File: src/rtl/cpu_types_pkg.sv
// Shared types for the datapath/cache/RAM interface.
package cpu_types_pkg;

    // Machine word used on every datapath and RAM data/address bus
    typedef logic [31:0] word_t;

    // Handshake state reported by the RAM for the current access
    typedef enum logic [1:0] {
        FREE   = 2'b00,
        BUSY   = 2'b01,
        ACCESS = 2'b10,
        ERROR  = 2'b11
    } ramstate_t;

endpackage

File: src/rtl/memory_arbiter.sv
// Single-port memory responder: serialises data and instruction requests
// onto one RAM port (data first), returns registered one-cycle hit pulses,
// quiesces on halt and traps RAM errors and timeouts.
module memory_arbiter
    import cpu_types_pkg::*;
#(
    parameter int TIMEOUT = 64
) (
    input  logic        CLK,
    input  logic        RST,
    input  logic        imemREN,
    input  logic [31:0] imemaddr,
    input  logic        dmemREN,
    input  logic        dmemWEN,
    input  logic [31:0] dmemaddr,
    input  logic [31:0] dmemstore,
    input  logic        halt,
    output logic        ihit,
    output logic [31:0] imemload,
    output logic        dhit,
    output logic [31:0] dmemload,
    output logic        ramREN,
    output logic        ramWEN,
    output logic [31:0] ramaddr,
    output logic [31:0] ramstore,
    input  logic [31:0] ramload,
    input  logic [1:0]  ramstate,
    output logic        memerr,
    output logic        halted
);

    localparam int CNT_W = $clog2(TIMEOUT + 1);
    // Counter value at which the wait saturates and the access is abandoned
    localparam logic [CNT_W-1:0] CNT_MAX   = CNT_W'(TIMEOUT);
    // Last counter value before reaching TIMEOUT on the next non-ACCESS cycle
    localparam logic [CNT_W-1:0] LAST_WAIT = CNT_W'(TIMEOUT - 1);

    typedef enum logic [2:0] {
        IDLE,
        DACC,
        IACC,
        HALTED,
        ERR
    } arb_state_t;

    arb_state_t       r_state;
    arb_state_t       w_next;

    word_t            r_addr;
    word_t            r_store;
    logic             r_wr;
    logic [CNT_W-1:0] r_wait;
    logic             r_halt_pend;
    logic             r_ihit;
    logic             r_dhit;
    word_t            r_iload;
    word_t            r_dload;

    logic             w_in_acc;
    logic             w_access;
    logic             w_fail;
    logic             w_hit_cycle;
    logic             w_start_d;
    logic             w_start_i;

    assign w_in_acc    = (r_state == DACC) || (r_state == IACC);
    assign w_access    = (ramstate == ACCESS);
    // The counter would reach TIMEOUT at this edge, or the RAM flagged a fault
    assign w_fail      = (ramstate == ERROR) || (r_wait >= LAST_WAIT);
    // During a hit pulse the datapath has not yet reacted, so its request is stale
    assign w_hit_cycle = r_ihit | r_dhit;
    assign w_start_d   = (r_state == IDLE) && (w_next == DACC);
    assign w_start_i   = (r_state == IDLE) && (w_next == IACC);

    // State register
    always_ff @(posedge CLK) begin
        if (RST) begin
            r_state <= IDLE;
        end else begin
            r_state <= w_next;
        end
    end

    // Next-state selection: data has priority over fetch, halt over both
    always_comb begin
        w_next = r_state;
        case (r_state)
            IDLE: begin
                if (halt) begin
                    w_next = HALTED;
                end else if (!w_hit_cycle && (dmemREN || dmemWEN)) begin
                    w_next = DACC;
                end else if (!w_hit_cycle && imemREN) begin
                    w_next = IACC;
                end
            end
            DACC, IACC: begin
                if (w_access) begin
                    w_next = (halt || r_halt_pend) ? HALTED : IDLE;
                end else if (w_fail) begin
                    w_next = ERR;
                end
            end
            HALTED:  w_next = HALTED;
            ERR:     w_next = ERR;
            default: w_next = IDLE;
        endcase
    end

    // RAM-side drive and status flags decoded from the current state
    always_comb begin
        ramREN   = 1'b0;
        ramWEN   = 1'b0;
        ramaddr  = '0;
        ramstore = '0;
        memerr   = (r_state == ERR);
        halted   = (r_state == HALTED);
        if (w_in_acc) begin
            ramREN  = !r_wr;
            ramWEN  = r_wr;
            ramaddr = r_addr;
            if (r_wr) begin
                ramstore = r_store;
            end
        end
    end

    // Capture the accepted request so the RAM side stays stable mid-access
    always_ff @(posedge CLK) begin
        if (w_start_d) begin
            r_addr  <= dmemaddr;
            r_store <= dmemstore;
        end else if (w_start_i) begin
            r_addr  <= imemaddr;
            r_store <= '0;
        end
    end

    // Write flag for the in-flight access; a write wins over a read
    always_ff @(posedge CLK) begin
        if (RST) begin
            r_wr <= 1'b0;
        end else if (w_start_d) begin
            r_wr <= dmemWEN;
        end else if (w_start_i) begin
            r_wr <= 1'b0;
        end
    end

    // Saturating wait counter, cleared on entry to an access
    always_ff @(posedge CLK) begin
        if (RST) begin
            r_wait <= '0;
        end else if (w_start_d || w_start_i) begin
            r_wait <= '0;
        end else if (w_in_acc && !w_access && (r_wait != CNT_MAX)) begin
            r_wait <= r_wait + 1'b1;
        end
    end

    // Remember a halt seen during an access so it is honoured at completion
    always_ff @(posedge CLK) begin
        if (RST) begin
            r_halt_pend <= 1'b0;
        end else if (r_state == IDLE) begin
            r_halt_pend <= 1'b0;
        end else if (w_in_acc && halt) begin
            r_halt_pend <= 1'b1;
        end
    end

    // One-cycle hit pulses on completion of the matching access
    always_ff @(posedge CLK) begin
        if (RST) begin
            r_ihit <= 1'b0;
            r_dhit <= 1'b0;
        end else begin
            r_ihit <= (r_state == IACC) && w_access;
            r_dhit <= (r_state == DACC) && w_access;
        end
    end

    // Load data registers; they hold their value between hits
    always_ff @(posedge CLK) begin
        if (RST) begin
            r_iload <= '0;
            r_dload <= '0;
        end else begin
            if ((r_state == IACC) && w_access) begin
                r_iload <= ramload;
            end
            if ((r_state == DACC) && w_access && !r_wr) begin
                r_dload <= ramload;
            end
        end
    end

    assign ihit     = r_ihit;
    assign dhit     = r_dhit;
    assign imemload = r_iload;
    assign dmemload = r_dload;

endmodule

File: config.mk
export PLATFORM = sky130hd
export DESIGN_NAME = memory_arbiter
export DESIGN_NICKNAME = d
export VERILOG_FILES = /design/src/rtl/cpu_types_pkg.sv /design/src/rtl/memory_arbiter.sv
export SDC_FILE = /design/constraint.sdc
export NUM_CORES = 1
export LEC_CHECK = 0
export ABC_AREA = 1
export ABC_CLOCK_PERIOD_IN_PS = 4000
export CAP_MARGIN = 20
export CELL_PAD_IN_SITES_DETAIL_PLACEMENT = 1
export CELL_PAD_IN_SITES_GLOBAL_PLACEMENT = 1
export CORE_MARGIN = 2
export CORE_UTILIZATION = 27
export CTS_CLUSTER_SIZE = 10
export DETAILED_ROUTE_END_ITERATION = 6
export PLACE_DENSITY = 0.73
export SYNTH_ARGS = -nofsm -noshare
export SYNTH_HDL_FRONTEND = slang
export SYNTH_SLANG_ARGS = --single-unit
export TNS_END_PERCENT = 50
File: constraint.sdc
create_clock -name CLK -period 4 [get_ports CLK]
set_clock_uncertainty 0.05 [all_clocks]
set_input_delay 1.2 -clock CLK [delete_from_list [all_inputs] [get_ports CLK]]
set_output_delay 1.2 -clock CLK [all_outputs]
set_load 0.01 [all_outputs]
==> metrics.csv <==
stage;metric;value;unit
status;status;finished, final reports clean;
floorplan;horizontal_die_dimension;156;um
clock_tree;clock_latency_on_the_worst_skew_pair;410;ps
critical_path;critical_path_peak_fanout;67;
grt;global_route.usage.total;0.179;
grt;grt_pass1_wl;34200;um
placement;post-place-cells;1299;
cells_and_area;final-instance-count-excl-fill;1331;
clock_tree;post-cts-setup-buffer-count;0;
yosys;synth-async-reset-ratio;0;
drt;routed_wirelength;21600;um
cells_and_area;num-nets-final;1171;
sta;timing.final.ws_setup;504;ps
sta;slew_at_the_pin_with_the_worst_max_slew_slack;509;ps
sta;post_route_setup_tns;0;ps
clock_tree;tritoncts;built;
grt;antenna_found_initial;0;
yosys;synth-warning-count;0;
critical_path;timing_worst_setup_path_type;reg -> out;
clock_tree;path_clk_slew;70;ps
worst_hold_path;hold_path_class;reg -> reg;
placement;portBuffers;269;
cells_and_area;num-fill-cells;2688;
clock_tree;htree_num_levels;4;
floorplan;io_pins;270;
placement;post-dp-hpwl;15100;um
grt;grt_start_max_net_pins;68;
sta;hold_slack;414;ps
yosys;syn_inst_count;773;
cells_and_area;multi_input_area;0.00221;mm^2
critical_path;worst_setup_path_start_kind;flop;
placement;routabilityCongestion;0.755;
cells_and_area;insertedDiodeCount;0;
pwr;irDropWorstVdd;0.000299;V
critical_path;worstPathCellList;inv_1, nand3_1, nand2_2, inv_2, buf_12, nor2_1, clkdlybuf4s50_1;
clock_tree;post_cts_hold_buffer_count;0;
sta;report.final.hold_viol_count;0;
drt;post_drt_via_cell_ratio;4.50;
clock_tree;cts_buffer_depth;2;
critical_path;worstPathRequired;2750;ps
sta;setup_repair_after_global_routing_missed_its_margin;false;
cells_and_area;syn_to_final_growth;58.0;%
critical_path;slowest_delay;560;ps
drt;vias_after_detailed_routing;5989;
critical_path;arrival;2250;ps
yosys;mappedNetlistArea;0.00622;mm^2
yosys;synthesis.nets;911;
drt;drt_iter0_drc;244;
yosys;synth_edf_count;64;
critical_path;end_kind;primary output;
pwr;total_leakage_power;3.96;nW
cells_and_area;layout.area.seq;0.00348;mm^2
grt;grt_pass1_vias;6310;
sta;slew_headroom;0.660;
yosys;ys.flop_type;dfxtp_1;
floorplan;floorplan.initialDensity;0.275;
clock_tree;numCtsBuffers;17;
drt;ant_nets;0;
sta;min_period;3500;ps
yosys;post-synth-top-area-cell;edfxtp_1;
cells_and_area;layout-drive-gt1-share;0.0832;
yosys;synth-seq-cells;142;
floorplan;die_area;0.0243;mm^2
yosys;avgSynthCellArea;8.05;um^2
pwr;power_density;567;mW/mm^2
flow_run;cap_violations;0;
sta;timing_max_transition_violations_final;0;
drt;avgRoutedWirePerCell;16.3;um
clock_tree;post_cts.resized_instances;0;
sta;setup_viol_count_final;0;
placement;post-place-ws;531;ps
clock_tree;clock_sink_count;142;
yosys;post_synth_main_area_contributors;edfxtp_1 31%, dfxtp_1 25%, nand2_1 11%;
clock_tree;root_buffer;clkbuf_16;
floorplan;die_h;156;um
critical_path;worst_path_max_delay_cell;clkdlybuf4s50_1;
yosys;synthDominantCellAreaShare;0.309;
sta;max_clock_freq;286;MHz
floorplan;core_region_area;0.0226;mm^2
drt;drc;0;
grt;gr-total-overflow;0;
yosys;synth.distinct_cells;27;
drt;drtPass1Iterations;4;
yosys;synth_sequential_area_ratio;0.560;
sta;period_share;0.874;
floorplan;placementRows;55;
## cell usage after synthesis, types with 3 or more instances
| cell | count |
|---|---|
| inv_2 | 3 |
| inv_1 | 83 |
| nor2_1 | 150 |
| dfxtp_1 | 78 |
| o21ai_0 | 35 |
| a21oi_1 | 40 |
| nor2_2 | 30 |
| nand3_1 | 41 |
| edfxtp_1 | 64 |
| buf_2 | 10 |
| clkbuf_1 | 24 |
| xor2_1 | 3 |
| buf_6 | 4 |
| nand2_1 | 183 |
| nor3_1 | 5 |
| buf_4 | 3 |
## worst max-delay path, delay by kind of cell (launching register included)
| family | cells | cell delay [ps] |
|---|---|---|
| buf+inv | 4 | 920 |
| flops | 1 | 340 |
| simple gates | 3 | 520 |
## layout by cell type, fill, tap and decap left out, types with 2 or more instances in the layout
| cell type | synthesis | layout |
|---|---|---|
| clkinv_4 | 0 | 2 |
| nand3_1 | 41 | 41 |
| clkbuf_16 | 0 | 19 |
| a21oi_1 | 40 | 40 |
| nor2_2 | 30 | 32 |
| nand3_4 | 1 | 2 |
| o21ai_0 | 35 | 35 |
| dfxtp_1 | 78 | 78 |
| inv_2 | 3 | 3 |
| inv_6 | 0 | 5 |
| inv_1 | 83 | 83 |
| nand4_1 | 2 | 2 |
| buf_4 | 3 | 13 |
| clkdlybuf4s50_1 | 0 | 269 |
| ha_1 | 2 | 2 |
| nand2_1 | 183 | 182 |
| nor3_1 | 5 | 5 |
| nor2_1 | 150 | 148 |
| edfxtp_1 | 64 | 64 |
| nand2_2 | 2 | 3 |
| xor2_1 | 3 | 3 |
| bufinv_16 | 0 | 2 |
| buf_12 | 0 | 2 |
| xnor2_1 | 2 | 2 |
## kinds of logic (layout without fill, tap and decap cells)
group           after synthesis  count (layout)  synth area share
buf+inv                     130             403            0.0871
flops                       142             142             0.560
fa+ha+maj                     2               2           0.00402
xor+xnor                      5               5           0.00704
simple gates                417             417             0.279
compound gates               77              77            0.0625
## report_power, final
group          internal, mW  leakage (nW)  total, mW  switching [mW]
Sequential             2.02          1.26       2.14           0.118
Clock                  1.01         0.309       1.70           0.687
Combinational         0.701          2.39       1.73            1.03
Total                  3.74          3.96       5.57            1.83
## worst paths after layout
kind,slack [ps],from,endpoint,cells past startpoint
worst min-delay path,410,dmemload[16],dmemload[16],2
worst max register to register,1590,r_state[1],r_store[5],10
worst max-delay path,500,r_state[1],ramstore[11],7
worst min register to register,410,dmemload[16],dmemload[16],2
## registers in the layout, summed over array words and instances, names as in the netlist
signal       count
r_halt_pend      1
r_wait           7
imemload        32
r_store         32
r_addr          32
r_state          3
r_wr             1
dmemload        32
dhit             1
ihit             1
## layer usage
metal	vias up	track usage	wire, um	share of wire
met1	2817	0.218	9530	0.44
li1	2926	-	-	-
met4	0	0.0402	219	0.010
met3	16	0.0778	2210	0.10
met5	-	0	0	0
met2	230	0.294	9670	0.45
## stage by stage
step | total power, mW | instance area, um^2 | utilization
final | 5.57 | 9830 | 0.434
after global routing | 5.91 | 9830 | 0.434
after CTS | 5.66 | 9830 | 0.434
after detailed placement | 3.94 | 9210 | 0.407
after global placement | 3.89 | 9210 | 0.407
after floorplan | 3.12 | 6220 | -
## final cells by class
class / count / area share
multi-input combinational: 501 / 0.225
clock buffer: 20 / 0.0487
timing repair buffer: 284 / 0.288
sequential: 142 / 0.354
tap: 285 / 0.0363
clock inverter: 12 / 0.0146
inverter: 87 / 0.0332
Note: power is estimated with default switching activity, not from simulation.
